<file path="config.mk">
export PLATFORM = sky130hd
export DESIGN_NAME = cpu_mu0_delay1
export DESIGN_NICKNAME = d
export VERILOG_FILES = /design/src/rtl/cpu_mu0_delay1.sv
export SDC_FILE = /design/constraint.sdc
export NUM_CORES = 1
export LEC_CHECK = 0
export CAP_MARGIN = 20
export CORE_MARGIN = 2
export CORE_UTILIZATION = 40
export CTS_CLUSTER_DIAMETER = 40
export DETAILED_ROUTE_END_ITERATION = 10
export PLACE_DENSITY = 0.61
export REMOVE_ABC_BUFFERS = 1
export SLEW_MARGIN = 30
export SYNTH_ARGS = -nofsm -noshare
export SYNTH_HDL_FRONTEND = slang
export SYNTH_SLANG_ARGS = --single-unit
</file>
<file path="constraint.sdc">
create_clock -name clk -period 2.9 [get_ports clk]
set_input_delay 0.435 -clock clk [delete_from_list [all_inputs] [get_ports clk]]
set_output_delay 0.435 -clock clk [all_outputs]
set_load 0.005 [all_outputs]
</file>
<file path="src/rtl/cpu_mu0_delay1.sv">
// MU0 accumulator CPU: 16-bit instructions from a 4096x16 RAM with one-cycle read latency.
// Latency: 2 cycles for STA/JMP/JGE/JNE/STP (and reserved opcodes), 3 cycles for LDA/ADD/SUB.
// Backpressure: none; sole bus master, memory always accepts a request in the cycle it is issued.
//
// Ports:
//   clk        system clock, rising edge
//   rst        asynchronous active-low reset
//   running    high while executing, low once halted or in reset
//   address    12-bit memory word address
//   write      write strobe, RAM captures writedata at the next rising edge
//   read       read strobe, RAM returns readdata one cycle later
//   writedata  store data (always ACC)
//   readdata   memory read data
//
// Build option: define MU0_HALT_ON_ILLEGAL_EN to make opcodes 8-F halt like STP;
// otherwise they are 2-cycle no-ops.

module cpu_mu0_delay1 (
  input  logic        clk,
  input  logic        rst,
  output logic        running,
  output logic [11:0] address,
  output logic        write,
  output logic        read,
  output logic [15:0] writedata,
  input  logic [15:0] readdata
);

  typedef enum logic [1:0] {FETCH, EXEC1, EXEC2, HALTED} state_t;

  localparam logic [3:0] OP_LDA = 4'h0;
  localparam logic [3:0] OP_STA = 4'h1;
  localparam logic [3:0] OP_ADD = 4'h2;
  localparam logic [3:0] OP_SUB = 4'h3;
  localparam logic [3:0] OP_JMP = 4'h4;
  localparam logic [3:0] OP_JGE = 4'h5;
  localparam logic [3:0] OP_JNE = 4'h6;
  localparam logic [3:0] OP_STP = 4'h7;

  state_t      state;
  logic [11:0] pc;
  logic [15:0] acc;
  logic [3:0]  ir_op;   // opcode kept for EXEC2, when readdata carries the operand instead

  // Instruction fields are only meaningful during EXEC1.
  logic [3:0]  op;
  logic [11:0] opnd;
  logic        jump_taken;
  logic        is_mem_rd;
  logic        is_halt;

  assign op   = readdata[15:12];
  assign opnd = readdata[11:0];

  assign is_mem_rd = (op == OP_LDA) || (op == OP_ADD) || (op == OP_SUB);

`ifdef MU0_HALT_ON_ILLEGAL_EN
  assign is_halt = (op == OP_STP) || op[3];
`else
  assign is_halt = (op == OP_STP);
`endif

  always_comb begin
    jump_taken = 1'b0;
    case (op)
      OP_JMP:  jump_taken = 1'b1;
      OP_JGE:  jump_taken = !acc[15];        // zero counts as non-negative
      OP_JNE:  jump_taken = (acc != 16'h0000);
      default: jump_taken = 1'b0;
    endcase
  end

  always_ff @(posedge clk or negedge rst) begin
    if (!rst) begin
      state <= FETCH;
      pc    <= 12'h000;
      acc   <= 16'h0000;
      ir_op <= 4'h0;
    end else begin
      case (state)
        FETCH: state <= EXEC1;
        EXEC1: begin
          ir_op <= op;
          pc    <= jump_taken ? opnd : pc + 12'd1;
          if (is_halt)        state <= HALTED;
          else if (is_mem_rd) state <= EXEC2;
          else                state <= FETCH;
        end
        EXEC2: begin
          case (ir_op)
            OP_LDA:  acc <= readdata;
            OP_ADD:  acc <= acc + readdata;
            OP_SUB:  acc <= acc - readdata;
            default: acc <= acc;
          endcase
          state <= FETCH;
        end
        default: state <= HALTED;
      endcase
    end
  end

  // Bus outputs depend on readdata in EXEC1, so they are decoded combinationally.
  // Gating with rst makes a mid-instruction reset drop any pending write at once.
  always_comb begin
    address = pc;
    read    = 1'b0;
    write   = 1'b0;
    if (!rst) begin
      address = 12'h000;
    end else begin
      case (state)
        FETCH: read = 1'b1;
        EXEC1: begin
          if (is_mem_rd) begin
            address = opnd;
            read    = 1'b1;
          end else if (op == OP_STA) begin
            address = opnd;
            write   = 1'b1;
          end
        end
        default: ;
      endcase
    end
  end

  assign writedata = rst ? acc : 16'h0000;
  assign running   = rst && (state != HALTED);

endmodule

</file>
==> flow_summary_export.csv, run 1 <==
group,metric,value,unit
synthesis,seq_area_frac_synth,0.264,
place,dp_hpwl,7210,um
synthesis,synth.area.top_cells,"dfrtp_1 (26%), nand2_1 (8.1%), a21oi_1 (6.7%)",
timing,finalMaxSlewViolations,0,
timing,fin_ws,0.0728,ns
synthesis,synth_commonest_cells,"nand2_1 (70), a21oi_1 (43), dfrtp_1 (34), nor2_1 (26), o21ai_0 (25)",
timing,holdWs,0.118,ns
global_route,grt_start_max_net_pins,66,
critical_path,crit_path_start,"ir_op[2]",
global_route,grt_pass1_vias,3381,
timing,setup_viol,0,
place,io_buffers,48,
cts,cts_buffers,5,
global_route,grt_use_total,0.234,
global_route,antenna_found_initial,0,
pwr,p_per_area,1020,nW/um^2
cts,clock_latency,0.30,ns
critical_path,startpoint_type,"flip-flop",
detailed_routing,dr_total_vias,3426,
place,place_ws,-0.600,ns
critical_path,arrival,3.01,ns
detailed_routing,viasPerCell,5.42,
worst_hold_path,hp-class,"in -> async",
place,place_congestion,0.931,
critical_path,critPathKind,"reg -> reg",
pwr,ir_drop,0.395,mV
cells_and_area,drive_above_1_share,0.228,
global_route,grt-ovfl-total,0,
detailed_routing,routedWlPerCell,15.5,um
detailed_routing,drcViolationCount,0,
cts,cts-root-buf,"clkbuf_8",
pwr,p_leak,2.06,nW
detailed_routing,wl,9790,um
timing,grt_setup_unrepaired,"yes",
cells_and_area,instances_no_fill,632,
synthesis,synth.distinct_cells,59,
timing,fin_skew,0.0140,ns
synthesis,syn_avg_cell_area,7.52,um^2
synthesis,ys.flop_type,"dfrtp_1",
critical_path,r2r-end,"acc[8]",
synthesis,netlist_instances,429,
critical_path,cp.required,3.09,ns
detailed_routing,ant_nets,0,
timing,worst_slew_pin_slew,0.692,ns
critical_path,critPathMaxFanout,7,
job,maxCapViolCount,0,
cells_and_area,syn2layout_area_growth,39.8,%
floorplanning,io_pins,49,
cts,tritoncts,"yes",
status,status,"finished, final reports clean",
synthesis,synth_edf_count,0,
synthesis,synth_top_area_share,0.264,
floorplanning,chipHeight,93.8,um
critical_path,rrSetupSlack,0.07,ns
timing,max_freq,354,MHz
critical_path,r2r_start,"ir_op[2]",
place,dpl.cell_count,615,
cts,holdBufCountCts,0,
detailed_routing,firstDrtPassIters,5,
synthesis,syn-cell-area,3230,um^2
floorplanning,start_util,0.416,
floorplanning,row_count,32,
synthesis,yosysWarnings,0,
detailed_routing,first_iter_violations,168,
timing,fin_crit,2.83,ns
synthesis,synth.most_common_cell,"nand2_1",
floorplanning,dieArea,8810,um^2
synthesis,ys_ff_latch,34,
timing,slew_headroom,0.538,
timing,period_share,0.975,
synthesis,synth_area_leader_cell,"dfrtp_1",
timing,hold_viol_final,0,
critical_path,reg2regPathDepth,11,
cts,clk_pin_slew_worst_paths,0.08,ns
critical_path,crit_path_end_kind,"flip-flop",
floorplanning,die_w,93.8,um
floorplanning,coreArea,7770,um^2
cts,cts_max_level,2,
cells_and_area,antenna_cells,0,
synthesis,async_flop_share,1.00,
cts,clock_sinks,34,
global_route,grt_first_pass_wirelength,16400,um
cells_and_area,final_nets,565,
cts,clockBufferDepth,2,
[logic make-up (layout without fill, tap and decap cells)]
group,count (synthesis),in the layout,share of synthesized area
buffers and inverters,41,142,0.0612
muxes,7,7,0.0217
AOI/OAI and AO/OA,124,124,0.238
DFF,34,34,0.264
and+or+nand+nor,182,182,0.281
adders and majority gates,18,18,0.0721
xor gates and xnor gates,23,23,0.0624
[through the flow]
stage	cell area, um^2	setup TNS (ns)	power, mW	utilization
6_report	4510	0	4.60	0.581
5_1_grt	4510	-0.346	5.01	0.581
4_1_cts	4380	0	4.41	0.564
3_5_place_dp	4180	-3.72	3.83	0.538
3_3_place_gp	4180	-3.63	3.79	0.538
2_1_floorplan	3080	-0.438	2.59	-
[how the worst max path moves through the flow]
stage | cells past startpoint | end | slack, ns
finish | 11 | acc[8] | 0.07
floorplan | 11 | acc[15] | -0.19
CTS | 13 | acc[10] | 0.002
global placement | 13 | acc[15] | -0.55
global route | 11 | acc[12] | -0.11
detailed placement | 13 | acc[15] | -0.60
[report_power, final]
group          total (mW)  switching, mW  internal, mW
registers            1.02          0.312         0.709
clock network       0.446          0.190         0.257
logic                3.14           1.53          1.60
total                4.60           2.03          2.57
[critical path, cell delays in order (launching register included)]
cell and delay [ns]:
dfrtp_1 0.41, nor3b_2 0.25, buf_4 0.18, nand2_8 0.08, mux2i_4 0.21, fa_2 0.37
a21o_1 0.21, a311o_1 0.43, a21oi_2 0.22, o21bai_1 0.09, mux2i_1 0.16, nand3_1 0.09
[layer usage]
layer,GRT usage,share of wire
met1,0.311,0.46
met2,0.393,0.48
met3,0.0297,0.041
met4,0.0725,0.018
met5,0,0
[what timing repair did]
| action | in CTS | in global routing |
|---|---|---|
| setup buffers | 2 | 7 |
| gates resized for setup | 27 | 27 |
| endpoints found under the setup margin | 7 | 10 |
| pin swaps | 19 | 30 |
[flip-flops by register name (all words and copies together) (netlist names)]
signal and count:
state 2, acc 16, ir_op 4, pc 12
[cell usage in the layout, fill, tap and decap left out, drive strengths merged, types with 6 or more instances in the layout]
master,count
a21boi,14
a21oi,43
and2,18
and3,10
buf,74
clkbuf,9
clkdlybuf4s50,37
dfrtp,34
ha,17
inv,13
mux2i,7
nand2,71
nand3,21
nor2,26
nor3,10
nor4,6
o21ai,27
xnor2,14
xor2,9
[layout make-up]
type / count / area (um^2)
Tap cell: 102 / 128
Inverter: 13 / 48.8
Fill cell: 740 / 3260
Clock buffer: 6 / 72.6
Timing Repair Buffer: 121 / 1030
Clock inverter: 2 / 37.5
Sequential cell: 34 / 851
Multi-Input combinational cell: 354 / 2340
Power figures use the tool's default switching activity.
==> run 2, diff against run 1 <==
- ABC_AREA: unset -> 1
- CORE_ASPECT_RATIO: unset -> 1.2
- PLACE_DENSITY: 0.61 -> unset
- PLACE_DENSITY_LB_ADDON: unset -> 0.25
==> run 2 against run 1 <==
  * Maximum frequency rose by 1.5%
  * Sequential power down 53%
  * Cell count grew 23%
  * Largest cell class unchanged
  * Largest power group is now sequential cells
==> flow_summary_export.csv, run 2 <==
group,metric,value,unit
status,status,"finished, final reports clean",
global_route,grt_pass1_vias,3812,
cells_and_area,regMostFlops,"acc",
cells_and_area,final_cell_mix,"nand2_1 (173), inv_1 (87), buf_4 (54)",
timing,max_freq,359,MHz
timing,fin_skew,0.00693,ns
pwr,p_total,1.18,mW
cts,clk_pin_slew_worst_paths,0.08,ns
synthesis,synth_area_leader_cell,"dfrtp_1",
place,io_buffers,48,
timing,setup_viol,0,
global_route,grt_use_total,0.231,
timing,period_share,0.960,
detailed_routing,first_iter_violations,159,
global_route,antenna_found_initial,0,
critical_path,critPathMaxFanout,4,
synthesis,netlist_instances,566,
cts,tritoncts,"yes",
synthesis,ys.flop_type,"dfrtp_1",
synthesis,synth_edf_count,0,
synthesis,syn-cell-area,3470,um^2
synthesis,yosysWarnings,0,
detailed_routing,viasPerCell,4.96,
global_route,grt_first_pass_wirelength,17200,um
detailed_routing,wl_met2,5230,um
synthesis,synth_commonest_cells,"nand2_1 (177), inv_1 (90), a21oi_1 (42), nand3_1 (38)",
synthesis,synth.area.top_cells,"dfrtp_1 (24%), nand2_1 (19%), inv_1 (9.7%)",
cells_and_area,drive_above_1_share,0.168,
timing,finalMaxSlewViolations,0,
detailed_routing,routedWlPerCell,13.6,um
detailed_routing,ant_nets,0,
synthesis,seq_area_frac_synth,0.245,
place,placed_area,4430,um^2
worst_hold_path,hp-class,"in -> async",
critical_path,cp.required,3.09,ns
critical_path,arrival,2.97,ns
pwr,ir_drop,0.163,mV
floorplanning,chipHeight,106,um
floorplanning,die_w,89.1,um
pwr,p_leak,2.56,nW
detailed_routing,dr_total_vias,3865,
place,place_congestion,0.935,
synthesis,synth.most_common_cell,"nand2_1",
floorplanning,io_pins,49,
timing,slew_headroom,0.546,
detailed_routing,highest_layer,"met4",
job,maxCapViolCount,0,
critical_path,crit_path_end_kind,"flip-flop",
synthesis,synth_top_area_share,0.245,
cells_and_area,top_regs,"acc: 16 flops, pc: 12 flops, ir_op: 4 flops",
floorplanning,start_util,0.408,
cts,clockBufferDepth,2,
synthesis,ys_ff_latch,34,
timing,fin_crit,2.79,ns
cells_and_area,antenna_cells,0,
detailed_routing,wl_met1,4580,um
timing,hold_viol_final,0,
synthesis,synth.distinct_cells,38,
detailed_routing,drcViolationCount,0,
floorplanning,row_count,37,
critical_path,startpoint_type,"primary input",
timing,worst_slew_pin_slew,0.680,ns
cts,cts_buffers,5,
critical_path,critPathKind,"in -> reg",
cts,holdBufCountCts,0,
detailed_routing,met3_length,428,um
cts,cts_max_level,2,
pwr,p_per_area,252,nW/um^2
cells_and_area,syn2layout_area_growth,34.8,%
cells_and_area,largest_reg_flops,16,
floorplanning,dieArea,9450,um^2
synthesis,async_flop_share,1.00,
cts,cts-root-buf,"clkbuf_8",
detailed_routing,firstDrtPassIters,5,
detailed_routing,wl,10600,um
cts,clock_sinks,34,
synthesis,syn_avg_cell_area,6.14,um^2
cts,clock_latency,0.29,ns
cells_and_area,final_nets,698,
global_route,grt-ovfl-total,0,
global_route,grt_start_max_net_pins,41,
cells_and_area,final_common_cell,"nand2_1",
cells_and_area,fin_area,4680,um^2
place,dp_hpwl,8240,um
floorplanning,coreArea,8520,um^2
run 2: cell types whose count changed after synthesis, moves of 12 or more:
cell / previous run / this run
xor2_1: 9 / 21
a21boi_0: 14 / 0
nand2_1: 70 / 177
inv_1: 13 / 90
o21ai_0: 25 / 37
clkbuf_1: 18 / 6
and2_1: 16 / 1
nand3_1: 21 / 38
run 2: worst paths after layout:
path	endpoint	from	depth (start not counted)	slack, ns
max reg2reg	acc[14]	ir_op[3]	15	0.23
min reg2reg	ir_op[2]	ir_op[2]	2	0.51
max in group asynchronous	pc[9]	rst	2	2.50
min in group clk	ir_op[2]	ir_op[2]	2	0.51
min	acc[10]	rst	2	0.19
max	acc[14]	readdata[10]	16	0.11
run 2: metrics by stage:
step | setup TNS [ns] | std cells | setup WS [ns] | hold WS, ns | utilization
after floorplan | 0 | 552 | 0.341 | 0.139 | -
after global placement | -1.85 | 771 | -0.300 | 0.471 | 0.520
after detailed placement | -2.09 | 771 | -0.330 | 0.491 | 0.520
after CTS | 0 | 778 | 0.00103 | 0.208 | 0.530
after global routing | -0.0577 | 779 | -0.0453 | 0.209 | 0.550
final | 0 | 779 | 0.115 | 0.188 | 0.550
run 2: critical path, cell delays in order:
cell,delay (ns)
clkdlybuf4s50_1,0.46
nor2_1,0.15
nand2_2,0.09
o31ai_4,0.22
buf_4,0.15
o21ai_0,0.09
xor2_1,0.17
ha_1,0.37
nand2_1,0.10
nor2_2,0.15
and3_1,0.20
nand2_2,0.08
nand3_1,0.09
nand3_1,0.10
nand2_1,0.07
nand2_1,0.05
run 2: cells by family (layout without fill, tap and decap cells):
kind of cell / count (synthesis) / in the layout / synth area share
AOI/OAI and AO/OA: 100 / 100 / 0.157
xor gates and xnor gates: 24 / 24 / 0.0605
adders and majority gates: 18 / 18 / 0.0670
buffers and inverters: 110 / 206 / 0.129
DFF: 34 / 34 / 0.245
and+or+nand+nor: 280 / 280 / 0.341
run 2: power by group:
group | switching [mW] | internal (mW) | total (mW) | leakage [nW]
registers | 0.000378 | 0.474 | 0.475 | 0.311
logic | 0.185 | 0.172 | 0.357 | 2.21
clock network | 0.185 | 0.162 | 0.347 | 0.0438
total | 0.371 | 0.808 | 1.18 | 2.56
run 2: cell type report:
cell class | instances | area [um^2]
clock buffer | 5 | 68.8
clock inverter | 2 | 10.0
timing repair buffer | 103 | 921
multi-input combinational | 422 | 2320
fill | 898 | 3830
sequential | 34 | 851
tap | 117 | 146
inverter | 96 | 363
run 2: layer usage:
| layer | vias to the layer above | GRT usage |
|---|---|---|
| li1 | 1993 | - |
| met2 | 94 | 0.388 |
| met5 | - | 0 |
| met4 | 0 | 0.0778 |
| met1 | 1754 | 0.297 |
| met3 | 24 | 0.0342 |
run 2: what timing repair did:
item	CTS	global route
gates resized for setup	1	44
pin swaps	0	16
setup buffers	0	1
setup endpoints to repair	1	11
